<file path="src/rtl/ttc_pkg.sv">
// Shared definitions for the TTC clock-control block: register bit map,
// reset value and a decoded view of the clock control register.
package ttc_pkg;

  localparam int CTRL_W     = 7;

  // Bit positions inside clk_ctrl_reg
  localparam int PS_EN      = 0;
  localparam int PS_VAL_LSB = 1;
  localparam int PS_VAL_MSB = 4;
  localparam int SRC_SEL    = 5;
  localparam int EDGE_SEL   = 6;

  localparam logic [CTRL_W-1:0] CLK_CTRL_RST = 7'h00;

  // Decoded register fields (packed MSB first, matching the bit map above)
  typedef struct packed {
    logic       edge_fall;  // 1 = count falling ext_clk edges
    logic       src_ext;    // 1 = ticks come from ext_clk
    logic [3:0] ps_val;     // divide by 2^(ps_val+1)
    logic       ps_en;      // prescaler enable
  } clk_ctrl_t;

  function automatic clk_ctrl_t decode_ctrl(input logic [CTRL_W-1:0] r);
    clk_ctrl_t c;
    c.ps_en     = r[PS_EN];
    c.ps_val    = r[PS_VAL_MSB:PS_VAL_LSB];
    c.src_ext   = r[SRC_SEL];
    c.edge_fall = r[EDGE_SEL];
    return c;
  endfunction

endpackage

</file>
<file path="src/rtl/ttc_ext_clk_sync.sv">
// Brings the asynchronous external count clock into the pclk domain and
// produces a one-cycle pulse for each edge of the selected polarity.
// The edge pulse is decoded only from flops, so ext_clk never reaches
// count_en combinationally.
module ttc_ext_clk_sync (
  input  logic pclk,
  input  logic n_p_reset,
  input  logic ext_clk_i,
  input  logic fall_sel_i,
  output logic edge_o
);

  logic sync1_q;
  logic sync2_q;
  logic hist_q;

  // Two-flop synchroniser followed by a history flop. The history flop
  // tracks the synchroniser output every cycle regardless of the selected
  // source, so after a source switch it already holds the current level
  // and no spurious edge is seen.
  // NOTE: sequential state uses non-blocking assignments so every flop
  // samples the pre-edge value of its neighbour, forming a real shift chain.
  always_ff @(posedge pclk or negedge n_p_reset) begin
    if (!n_p_reset) begin
      sync1_q <= 1'b0;
      sync2_q <= 1'b0;
      hist_q  <= 1'b0;
    end else begin
      sync1_q <= ext_clk_i;
      sync2_q <= sync1_q;
      hist_q  <= sync2_q;
    end
  end

  assign edge_o = fall_sel_i ? (hist_q & ~sync2_q) : (sync2_q & ~hist_q);

endmodule

</file>
<file path="src/rtl/ttc_clk_ctrl_lite.sv">
// Clock control for a TTC counter: holds the clock control register,
// selects the tick source (pclk or synchronised ext_clk edges), applies an
// optional power-of-two prescaler and issues single-cycle count enables.
module ttc_clk_ctrl_lite
  import ttc_pkg::*;
#(
  parameter int PRESC_W = 16
) (
  input  logic              n_p_reset,
  input  logic              pclk,
  input  logic [15:0]       pwdata,
  input  logic              clk_ctrl_reg_sel,
  input  logic              ext_clk,
  input  logic              restart,
  output logic [CTRL_W-1:0] clk_ctrl_reg_out,
  output logic              count_en
);

  logic [CTRL_W-1:0]  ctrl_q, ctrl_d;
  logic [PRESC_W-1:0] cnt_q, cnt_d;
  logic [PRESC_W-1:0] term;
  logic               ce_q, ce_d;
  logic               pend_q, pend_d;
  clk_ctrl_t          ctrl;
  logic               ext_edge;
  logic               tick;
  logic               restart_req;
  logic               allow_pulse;
  logic               unused_pwdata_hi;

  assign unused_pwdata_hi = ^pwdata[15:CTRL_W];

  assign ctrl = decode_ctrl(ctrl_q);

  ttc_ext_clk_sync u_ext_sync (
    .pclk       (pclk),
    .n_p_reset  (n_p_reset),
    .ext_clk_i  (ext_clk),
    .fall_sel_i (ctrl.edge_fall),
    .edge_o     (ext_edge)
  );

  assign tick = ctrl.src_ext ? ext_edge : 1'b1;

  // Terminal count 2^(N+1)-1; a shift of 16 clears the mask completely,
  // giving all ones for the /65536 setting without needing an extra bit.
  assign term = ~({PRESC_W{1'b1}} << (5'(ctrl.ps_val) + 5'd1));

  // A restart that arrives without a tick is remembered until one arrives.
  assign restart_req = restart | pend_q;

  // In pulsed modes a forced restart pulse must not abut a previous one.
  assign allow_pulse = ~(ce_q & (ctrl.ps_en | ctrl.src_ext));

  // Next-state: register write beats restart, restart beats division.
  // NOTE: every output of this block gets a default first so no path
  // leaves a variable unassigned, which would infer a latch.
  always_comb begin
    ctrl_d = ctrl_q;
    cnt_d  = cnt_q;
    ce_d   = 1'b0;
    pend_d = pend_q;
    if (clk_ctrl_reg_sel) begin
      ctrl_d = pwdata[CTRL_W-1:0];
      cnt_d  = '0;
      pend_d = 1'b0;
    end else if (restart_req) begin
      cnt_d = '0;
      if (tick && allow_pulse) begin
        ce_d   = 1'b1;
        pend_d = 1'b0;
      end else begin
        pend_d = 1'b1;
      end
    end else if (ctrl.ps_en) begin
      if (tick) begin
        if (cnt_q == term) begin
          cnt_d = '0;
          ce_d  = 1'b1;
        end else begin
          cnt_d = cnt_q + PRESC_W'(1);
        end
      end
    end else begin
      cnt_d = '0;
      ce_d  = tick;
    end
  end

  // State registers; reset discards any partial division.
  always_ff @(posedge pclk or negedge n_p_reset) begin
    if (!n_p_reset) begin
      ctrl_q <= CLK_CTRL_RST;
      cnt_q  <= '0;
      ce_q   <= 1'b0;
      pend_q <= 1'b0;
    end else begin
      ctrl_q <= ctrl_d;
      cnt_q  <= cnt_d;
      ce_q   <= ce_d;
      pend_q <= pend_d;
    end
  end

  assign clk_ctrl_reg_out = ctrl_q;
  assign count_en         = ce_q;

endmodule

</file>
<file path="config.mk">
export PLATFORM = sky130hd
export DESIGN_NAME = ttc_clk_ctrl_lite
export DESIGN_NICKNAME = d
export VERILOG_FILES = /design/src/rtl/ttc_pkg.sv /design/src/rtl/ttc_ext_clk_sync.sv /design/src/rtl/ttc_clk_ctrl_lite.sv
export SDC_FILE = /design/constraint.sdc
export NUM_CORES = 1
export LEC_CHECK = 0
export ABC_AREA = 1
export ABC_CLOCK_PERIOD_IN_PS = 2490
export BUFFER_PORTS_ARGS = -buffer_cell sky130_fd_sc_hd__buf_2
export CAP_MARGIN = 15
export CORE_MARGIN = 2
export CORE_UTILIZATION = 35
export CTS_CLUSTER_SIZE = 28
export DETAILED_ROUTE_END_ITERATION = 7
export HOLD_SLACK_MARGIN = 0.05
export PLACE_DENSITY_LB_ADDON = 0.08
export SYNTH_ARGS = -nofsm -noshare
export SYNTH_HDL_FRONTEND = slang
export SYNTH_SLANG_ARGS = --single-unit
</file>
<file path="constraint.sdc">
create_clock -name pclk -period 2.49 [get_ports pclk]
set_input_delay 0.1245 -clock pclk [delete_from_list [all_inputs] [get_ports pclk]]
set_output_delay 0.1245 -clock pclk [all_outputs]
set_load 0.1 [all_outputs]
</file>
==> metrics.txt, run 1 <==
num ports 29; delay-heaviest family, CP simple AND/OR/NAND/NOR gates; sequential fraction of design power 42.3%; type of the tightest min-delay check in2reg; wire per inst 12.4 um; most repeated library cell on the critical path nand2_1; Mapped Avg Cell Area 7.19 um^2; r2r setup slk 230 ps; global-route usage over all layers 17.1%; required time of the critical path 2660 ps; area of the core region 4820 um^2; Yosys warning count 0; Fmax achieved 442 MHz; Setup crit end kind flip-flop; number of instances in the placed design 332; Leakage 1.01 nW; period utilisation layout 90.9%; final total negative setup slack 0 ps; TritonCTS clock tree done; cells taking the most area after synthesis dfrtp_1 39%, nand2_1 18%, xor2_1 6.9%; clock insertion delay at the later pin of the skew report 280 ps; #FFs+latches synth 28; switching power 380 uW; hold path start pwdata[2]; root cell of the clock tree clkbuf_8; area enclosed by the die boundary 5690 um^2; clock input transition at the sequential cells of the worst setup and hold paths 100 ps; max-cap violation count 0; count of cells along the worst hold path 3; Final min period 2260 ps; total setup violations reported at the end of the flow 0; worst setup path category reg2reg; layout net count 300; library cell contributing the largest single delay on the critical path dfrtp_2; capture instance of the worst register-to-register path cnt_q[13]$_DFFE_PN0P_; design internal power 771 uW; Async S/R FF share, synth 100%; final-layout worst hold slack 62.2 ps; Synth Cell Area 1780 um^2; fraction of layout cells with a size suffix above 1 15.0%; CTS Sinks 28; outcome finished, final reports clean; number of standard cells in the final layout excluding fillers 341; Worst Skew 4.08 ps; buffers and inverters on the worst path 2; part of the Yosys area used for sequential elements 39.3%; placer congestion estimate 0.861; total CTS buffers 3; Cells after Synth 248; number of cells on the critical path 13; first-pass GRT wire length 7.45 mm; number of buffers inserted by post-CTS setup repair 0; worst r2r src clk_ctrl_reg_out[1]$_DFFE_PN0P_; VDD IR-drop max 0.269 mV; drt initial violations 121; synthesis-to-layout area growth 17.6%; Congestion Overflow GR 0; number of placement rows 25; port bufs 19; DR pass1 iterations 4; WHS Endpoint clk_ctrl_reg_out[2]$_DFFE_PN0P_; total power of the final layout 1.15 mW; clk buf depth 2; unrepaired setup endpoints after global routing false; most instantiated flip-flop cell in the synthesis netlist dfrtp_1; Synth area leader dfrtp_1; maximum number of pins on one net before global-route repair 29; horizontal die dimension 75.4 um; series of cell instances along the critical path ha_2, ha_4, inv_1, or2_2, nand2_1, nand3_1, nand2_1, nand2_1, nor2_2, nand3_2, o21ai_2, buf_12, nor2_1; Max-slew headroom 57.9%; vias in the first global route 1551; Tightest Pin Transition 631 ps; most used standard cells in the synthesized netlist 85 x nand2_1, 29 x nor2_1, 28 x dfrtp_1, 26 x inv_1, 24 x nand3_1; residual DRC count 0; Via density 4.63; areal power density over the cells 548 nW/um^2; post-synthesis net count 273; initial standard-cell utilization of the core 37.0%; number of synthesized flops with an enable pin 0; count of distinct cell types in the synthesized netlist 25; number of antenna violations at the first check in global routing 0; number of antenna repair diodes 0; worst-path maximum fanout 11; top cell type's share of synthesized area 39.3%; ANT nets after route 0; switching fraction of total power 33.0%; logic depth of the worst register-to-register path 13; Comb power frac 26.1%; die span in y 75.4 um; Worst EP arrival 2440 ps; count of final hold-check violations 0; most instantiated library cell after synthesis nand2_1; total count of max-transition violations in the final report 0; depth of the CTS H-tree 1; portion of total power attributed to the clock network 31.6%; delay of the slowest critical-path stage 420 ps; WL final 4.22 mm; total via count after detailed routing 1580; dpl hpwl 3.14 mm; Worst Setup Start Kind flip-flop
-- area by class of cell --
cell class,instances,area (um^2)
clock inverter,1,30.0
clock buffer,3,41.3
sequential,28,703
multi-input combinational,187,947
fill,513,2720
timing repair buffer,29,195
inverter,26,97.6
tap,67,83.8
-- stage by stage --
step                instance area [um^2]  util [%]  setup slack, ps
finish                              2100      43.6              227
global route                        2100      43.6             18.5
CTS                                 2080      43.1             93.9
detailed placement                  1950      40.6              123
global placement                    1950      40.6              116
floorplan                           1790         -             26.8
-- state kept, by name, indices dropped and copies added (netlist names) --
signal,cells
pend_q,1
count_en,1
u_ext_sync.hist_q,1
u_ext_sync.sync1_q,1
u_ext_sync.sync2_q,1
cnt_q,16
clk_ctrl_reg_out,7
-- layout by cell type (no fill, tap or decap) --
cell type	instances
a21oi_1	1
buf_12	1
buf_2	19
buf_4	4
bufinv_16	1
clkbuf_8	3
dfrtp_1	26
dfrtp_2	2
dlygate4sd3_1	5
ha_1	2
ha_2	1
ha_4	1
inv_1	26
nand2_1	85
nand2_2	2
nand3_1	23
nand3_2	2
nand3_4	1
nand4_1	6
nor2_1	28
nor2_2	2
nor3_1	6
nor3b_1	1
nor4_1	1
o21ai_0	6
o21ai_2	1
o221ai_1	1
or2_2	1
xnor2_1	2
xor2_1	14
-- per-layer routing --
metal	share of wire [%]	global-route usage, %	wire length [um]	vias up
met5	0	0	0	-
met3	2.3	2.12	98	2
met2	45	26.2	1910	22
met1	52	25.7	2190	724
met4	0.59	4.09	25	0
li1	-	-	-	832
-- kinds of logic (layout without fill, tap and decap cells) --
family,after synthesis,in the layout,share of synthesized area (%)
adders and majority gates,4,4,2.81
xor gates and xnor gates,16,16,7.85
buffers and inverters,33,59,8.91
DFF,28,28,39.3
and+or+nand+nor,158,158,38.2
AOI/OAI and AO/OA,9,9,2.95
-- worst max-delay path by stage --
stage	from	end
5_1_grt	clk_ctrl_reg_out[1]$_DFFE_PN0P_	cnt_q[11]$_DFFE_PN0P_
3_5_place_dp	clk_ctrl_reg_out[1]$_DFFE_PN0P_	cnt_q[3]$_DFFE_PN0P_
4_1_cts	clk_ctrl_reg_out[1]$_DFFE_PN0P_	cnt_q[4]$_DFFE_PN0P_
6_report	clk_ctrl_reg_out[1]$_DFFE_PN0P_	cnt_q[13]$_DFFE_PN0P_
2_1_floorplan	clk_ctrl_reg_out[1]$_DFFE_PN0P_	cnt_q[5]$_DFFE_PN0P_
3_3_place_gp	clk_ctrl_reg_out[1]$_DFFE_PN0P_	cnt_q[3]$_DFFE_PN0P_
-- worst register-to-register path: cells and delay by family (launching register included) --
kind / cells / cell delay (ps)
buffers and inverters: 2 / 210
AND/OR/NAND/NOR: 8 / 830
adder cells (fa/ha/maj): 2 / 520
AO/OA/AOI/OAI: 1 / 190
flip-flops: 1 / 420
-- repair_timing --
action                                 CTS  global route
resized for setup                        0             4
hold buffers                             5             0
setup endpoints to repair                0            17
endpoints found under the hold margin   32             0
-- power groups by stage --
stage	clock network, mW	registers (mW)	logic (mW)
floorplan	0	0.571	0.146
global placement	0	0.495	0.288
detailed placement	0	0.495	0.288
CTS	0.379	0.486	0.295
global route	0.397	0.490	0.332
finish	0.363	0.487	0.300
(Power assumes the default switching activity.)
==> run 2, diff against run 1 <==
--- a/config.mk
+++ b/config.mk
@@ -5,7 +5,6 @@
 export SDC_FILE = /design/constraint.sdc
 export NUM_CORES = 1
 export LEC_CHECK = 0
-export ABC_AREA = 1
 export ABC_CLOCK_PERIOD_IN_PS = 2490
 export BUFFER_PORTS_ARGS = -buffer_cell sky130_fd_sc_hd__buf_2
 export CAP_MARGIN = 15
==> run 2 against run 1 <==
Effect of this change: the flow now finishes with violations (negative setup slack); setup slack got worse by 250 ps; largest cell class unchanged; largest power group unchanged; first-iteration DRC count down 62%; maximum frequency shrank 10%.
==> metrics.txt, run 2 <==
clock insertion delay at the later pin of the skew report 270 ps; Congestion Overflow GR 0; drt initial violations 46; clk buf depth 2; areal power density over the cells 505 nW/um^2; count of final hold-check violations 0; first-pass GRT wire length 7.02 mm; most instantiated flip-flop cell in the synthesis netlist dfrtp_1; Fmax achieved 397 MHz; worst r2r src clk_ctrl_reg_out[2]$_DFFE_PN0P_; die span in y 75.5 um; period utilisation layout 101%; required time of the critical path 2660 ps; commonest non-fill, non-tap cells in the layout 24 x dfrtp_1, 19 x nand2_1, 19 x buf_2; number of cells on the critical path 11; design internal power 716 uW; area enclosed by the die boundary 5700 um^2; maximum number of pins on one net before global-route repair 29; total setup violations reported at the end of the flow 5; Cells after Synth 192; port bufs 19; number of standard cells in the final layout excluding fillers 292; Tightest Pin Transition 644 ps; part of the Yosys area used for sequential elements 39.2%; clock input transition at the sequential cells of the worst setup and hold paths 100 ps; portion of total power attributed to the clock network 22.9%; Async S/R FF share, synth 100%; most instantiated library cell after synthesis dfrtp_1; Max-slew headroom 57.1%; most used standard cells in the synthesized netlist 28 x dfrtp_1, 19 x nand2_1, 12 x a21oi_1, 12 x nor2_1, 12 x xor2_1; VDD IR-drop max 0.274 mV; Worst Skew 7.43 ps; Biggest register cnt_q; number of antenna repair diodes 0; synthesis-to-layout area growth 22.1%; root cell of the clock tree clkbuf_8; Via density 5.21; CTS Sinks 28; WL final 4.25 mm; residual DRC count 0; outcome finished, violations left; Leakage 0.908 nW; buffers and inverters on the worst path 2; Worst EP arrival 2680 ps; count of distinct cell types in the synthesized netlist 51; library cell contributing the largest single delay on the critical path dfrtp_4; initial standard-cell utilization of the core 35.7%; layout net count 248; Yosys warning count 0; switching power 387 uW; total power of the final layout 1.10 mW; placer congestion estimate 0.839; max reg flops 16; top cell type's share of synthesized area 39.2%; Synth Cell Area 1790 um^2; Worst Setup Start Kind flip-flop; total CTS buffers 3; post-synthesis net count 217; final total negative setup slack -75.9 ps; TritonCTS clock tree done; worst-path maximum fanout 9; #FFs+latches synth 28; vias in the first global route 1484; Mapped Avg Cell Area 9.31 um^2; number of placement rows 26; global-route usage over all layers 16.3%; series of cell instances along the critical path ha_4, ha_4, buf_4, xor2_1, nand3b_1, a21oi_1, o22ai_1, nor4_4, buf_4, a21oi_1, a31o_2; Synth area leader dfrtp_1; number of synthesized flops with an enable pin 0; ANT nets after route 0; horizontal die dimension 75.5 um; count of cells along the worst hold path 3; unrepaired setup endpoints after global routing true; violated checks negative setup slack; type of the tightest min-delay check in2reg; hold path start pwdata[1]; most common cell after layout, fill and taps aside dfrtp_1; Setup crit end kind flip-flop; area of the core region 5010 um^2; delay of the slowest critical-path stage 540 ps; DR pass1 iterations 4; max-cap violation count 0; final-layout worst hold slack 68.2 ps; r2r setup slk -30 ps; switching fraction of total power 35.1%; wire per inst 14.5 um; final worst setup slack -25.8 ps; depth of the CTS H-tree 1; WHS Endpoint clk_ctrl_reg_out[1]$_DFFE_PN0P_; fraction of layout cells with a size suffix above 1 32.9%; capture instance of the worst register-to-register path cnt_q[6]$_DFFE_PN0P_; Comb power frac 31.7%; worst setup path category reg2reg; total via count after detailed routing 1522; num ports 29; total count of max-transition violations in the final report 0; number of antenna violations at the first check in global routing 0; delay-heaviest family, CP flip-flops; number of instances in the placed design 280; cells taking the most area after synthesis dfrtp_1 39%, xor2_1 5.9%, nand2_1 4.0%; dpl hpwl 3.13 mm; Final min period 2520 ps; logic depth of the worst register-to-register path 11; sequential fraction of design power 45.3%
## run 2: cell count changes in the layout (fill, tap and decap cells not counted), moves of 8 or more
| cell | change |
|---|---|
| nand2_1 | -66 |
| inv_1 | -25 |
| nor2_1 | -16 |
| nand3_1 | -15 |
| a21oi_1 | +10 |
| buf_4 | +10 |
| nor2_2 | +8 |
## run 2: stage by stage
step | area [um^2] | util [%] | setup WS (ps)
after detailed placement | 2030 | 40.5 | -39.6
after CTS | 2160 | 43.2 | 7.31
after floorplan | 1840 | - | -119
after global placement | 2030 | 40.5 | -14.4
after global routing | 2180 | 43.6 | -133
final | 2180 | 43.6 | -25.8
## run 2: logic make-up after synthesis
kind of cell / after synthesis / share of synthesized area (%)
AOI/OAI and AO/OA: 40 / 16.1
xor gates and xnor gates: 17 / 8.33
adders and majority gates: 4 / 2.80
buffers and inverters: 13 / 4.20
DFF: 28 / 39.2
muxes: 5 / 3.15
and+or+nand+nor: 85 / 26.2
## run 2: area by class of cell
class / instances / area, um^2
Inverter: 2 / 7.51
Clock buffer: 4 / 45.0
Fill cell: 508 / 2830
Sequential cell: 28 / 713
Timing Repair Buffer: 37 / 250
Multi-Input combinational cell: 151 / 1080
Tap cell: 70 / 87.6
## run 2: worst reg2reg max path: stages, from the launching register on
cell and delay [ps]:
dfrtp_4 540, ha_4 200, ha_4 320, buf_4 130
xor2_1 160, nand3b_1 100, a21oi_1 160, o22ai_1 130
nor4_4 230, buf_4 190, a21oi_1 40, a31o_2 210
## run 2: worst max path at each step
| stage | endpoint | start |
|---|---|---|
| 2_1_floorplan | cnt_q[10]$_DFFE_PN0P_ | clk_ctrl_reg_out[2]$_DFFE_PN0P_ |
| 3_3_place_gp | cnt_q[6]$_DFFE_PN0P_ | clk_ctrl_reg_out[1]$_DFFE_PN0P_ |
| 3_5_place_dp | cnt_q[6]$_DFFE_PN0P_ | clk_ctrl_reg_out[2]$_DFFE_PN0P_ |
| 4_1_cts | cnt_q[6]$_DFFE_PN0P_ | clk_ctrl_reg_out[2]$_DFFE_PN0P_ |
| 5_1_grt | cnt_q[15]$_DFFE_PN0P_ | clk_ctrl_reg_out[2]$_DFFE_PN0P_ |
| 6_report | cnt_q[6]$_DFFE_PN0P_ | clk_ctrl_reg_out[2]$_DFFE_PN0P_ |
## run 2: timing repair
action | CTS | global route
hold buffers | 3 | 0
hold endpoints to repair | 30 | 0
setup endpoints to repair | 15 | 17
pin swaps | 5 | 4
resized for setup | 7 | 3
setup buffers | 4 | 1
## run 2: per-layer routing
| metal | global-route usage [%] | up-vias | share of wire (%) |
|---|---|---|---|
| met3 | 1.98 | 2 | 2.0 |
| met1 | 20.9 | 749 | 47 |
| met2 | 28.9 | 24 | 50 |
| met5 | 0 | - | 0 |
| met4 | 4.68 | 0 | 0.68 |
| li1 | - | 747 | - |
## run 2: power groups by stage
stage	combinational [mW]	sequential, mW	clock (mW)
global route	0.375	0.504	0.284
global placement	0.306	0.510	0
floorplan	0.168	0.588	0
CTS	0.343	0.500	0.266
finish	0.350	0.500	0.253
detailed placement	0.312	0.511	0
==> run 3, diff against run 2 <==
--- a/config.mk
+++ b/config.mk
@@ -8,12 +8,15 @@
 export ABC_CLOCK_PERIOD_IN_PS = 2490
 export BUFFER_PORTS_ARGS = -buffer_cell sky130_fd_sc_hd__buf_2
 export CAP_MARGIN = 15
+export CELL_PAD_IN_SITES_DETAIL_PLACEMENT = 0
+export CELL_PAD_IN_SITES_GLOBAL_PLACEMENT = 1
 export CORE_MARGIN = 2
 export CORE_UTILIZATION = 35
 export CTS_CLUSTER_SIZE = 28
 export DETAILED_ROUTE_END_ITERATION = 7
 export HOLD_SLACK_MARGIN = 0.05
 export PLACE_DENSITY_LB_ADDON = 0.08
+export REMOVE_ABC_BUFFERS = 1
 export SYNTH_ARGS = -nofsm -noshare
 export SYNTH_HDL_FRONTEND = slang
 export SYNTH_SLANG_ARGS = --single-unit
==> run 3 against run 2 <==
Effect of this change: the flow still finishes with violations (negative setup slack); register-to-register slack barely moved; cell area rose by 4.0%; clock skew rose by 1.8 ps; hold slack improved by 1.5 ps; first-iteration DRC count rose by 6.5%; final cell count rose by 2.1%; sequential power fell by 2%; largest power group unchanged; combinational power rose by 6.6%; setup slack improved by 5.0 ps.
==> metrics.txt, run 3 (same netlist as run 2, synthesis figures left out) <==
outcome finished, violations left; violated checks negative setup slack; depth of the CTS H-tree 1; sum of routed wire segments on met1 2.11 mm; commonest non-fill, non-tap cells in the layout 27 x dfrtp_1, 19 x nand2_1, 19 x buf_2; worst r2r src clk_ctrl_reg_out[1]$_DFFE_PN0P_; Fmax achieved 398 MHz; global-route usage over all layers 17.7%; unrepaired setup endpoints after global routing true; Congestion Overflow GR 0; total via count after detailed routing 1515; met3 wire length 99 um; count of final hold-check violations 0; highest layer used for signal routing met4; area of the core region 5010 um^2; number of placement rows 26; required time of the critical path 2660 ps; r2r setup slk -20 ps; most common cell after layout, fill and taps aside dfrtp_1; Tightest Pin Transition 667 ps; Via density 5.08; area enclosed by the die boundary 5700 um^2; dpl hpwl 3.26 mm; Biggest register cnt_q; residual DRC count 0; total setup violations reported at the end of the flow 13; num ports 29; logic depth of the worst register-to-register path 10; timing startpoint of the critical path clk_ctrl_reg_out[1]$_DFFE_PN0P_; fraction of layout cells with a size suffix above 1 36.0%; Setup crit end kind flip-flop; first-pass GRT wire length 7.59 mm; clk buf depth 2; Leakage 0.956 nW; ANT nets after route 0; area of all placed cells without fillers 2270 um^2; met2 wire len 2.26 mm; clock input transition at the sequential cells of the worst setup and hold paths 100 ps; initial standard-cell utilization of the core 35.7%; TritonCTS clock tree done; clock insertion delay at the later pin of the skew report 280 ps; type of the tightest min-delay check in2reg; final worst setup slack -20.8 ps; maximum number of pins on one net before global-route repair 29; Worst EP arrival 2680 ps; switching fraction of total power 35.0%; final total negative setup slack -67.6 ps; Comb power frac 32.4%; number of antenna repair diodes 0; design internal power 749 uW; WL final 4.53 mm; synthesis-to-layout area growth 26.9%; DR pass1 iterations 4; drt initial violations 49; wire per inst 15.2 um; max reg flops 16; Worst Setup Start Kind flip-flop; number of antenna violations at the first check in global routing 0; VDD IR-drop max 0.292 mV; total CTS buffers 3; CTS Sinks 28; die span in y 75.5 um; root cell of the clock tree clkbuf_8; layout net count 254; port bufs 19; placer congestion estimate 0.846; sequential fraction of design power 42.7%; capture instance of the worst register-to-register path cnt_q[6]$_DFFE_PN0P_; Final min period 2510 ps; worst-path maximum fanout 5; total count of max-transition violations in the final report 0; crit path capture cnt_q[6]$_DFFE_PN0P_; portion of total power attributed to the clock network 25.0%; Worst Skew 9.26 ps; Max-slew headroom 55.5%; horizontal die dimension 75.5 um; worst setup path category reg2reg; vias in the first global route 1549; Post-Place Cell Area 2040 um^2; final-layout worst hold slack 69.7 ps; fill count 531; max-cap violation count 0; worst slack, placed -115 ps; switching power 403 uW; period utilisation layout 101%; areal power density over the cells 508 nW/um^2
## run 3: cell count changes in the layout (fill, tap and decap cells not counted), moves of 2 or more
cell / delta
buf_4: +3
o21ai_1: -2
a21oi_1: -3
dfrtp_4: -3
dfrtp_1: +3
a21oi_2: +4
## run 3: how the worst min path moves through the flow
stage	end	start	slack [ps]	depth (start not counted)
2_1_floorplan	clk_ctrl_reg_out[0]$_DFFE_PN0P_	n_p_reset	-170	0
3_3_place_gp	cnt_q[9]$_DFFE_PN0P_	n_p_reset	180	1
3_5_place_dp	cnt_q[11]$_DFFE_PN0P_	n_p_reset	200	1
4_1_cts	clk_ctrl_reg_out[2]$_DFFE_PN0P_	pwdata[2]	60	2
5_1_grt	clk_ctrl_reg_out[6]$_DFFE_PN0P_	pwdata[6]	60	2
6_report	clk_ctrl_reg_out[2]$_DFFE_PN0P_	pwdata[2]	70	2
## run 3: cell type report
cell class	instances	area, um^2	share of cell area (%)
Inverter	2	7.51	0.331
Clock buffer	4	55.1	2.43
Multi-Input combinational cell	151	1100	48.6
Tap cell	70	87.6	3.86
Sequential cell	28	702	30.9
Timing Repair Buffer	43	314	13.8
## run 3: worst max-delay path, cell delays in order, from the launching register on
cell	delay, ps
dfrtp_1	400
buf_4	160
inv_2	70
ha_4	210
a211oi_2	170
xor2_1	90
o41a_1	460
nor4_4	390
buf_4	200
a21oi_2	30
a31o_2	200
## run 3: stage by stage
stage	instances	utilization, %	total power [mW]
floorplan	181	-	0.725
global placement	287	40.8	0.817
detailed placement	287	40.8	0.823
CTS	297	44.5	1.16
global route	298	45.3	1.22
finish	298	45.3	1.15
## run 3: repair_timing
item                       CTS  global route
pin swaps                    8             8
hold endpoints to repair    31             0
setup buffers                2             1
setup endpoints to repair   16            17
hold buffers                 4             0
gates resized for setup     12            10
## run 3: metal layers
layer	up-vias	global-route usage, %
met5	-	0
met4	0	6.04
met3	4	2.91
met2	23	29.9
met1	725	22.9
li1	763	-
## run 3: power groups by stage
stage	clock, mW	sequential [mW]	combinational, mW
2_1_floorplan	0	0.596	0.130
3_3_place_gp	0	0.499	0.318
3_5_place_dp	0	0.500	0.323
4_1_cts	0.303	0.492	0.360
5_1_grt	0.326	0.496	0.400
6_report	0.288	0.492	0.373
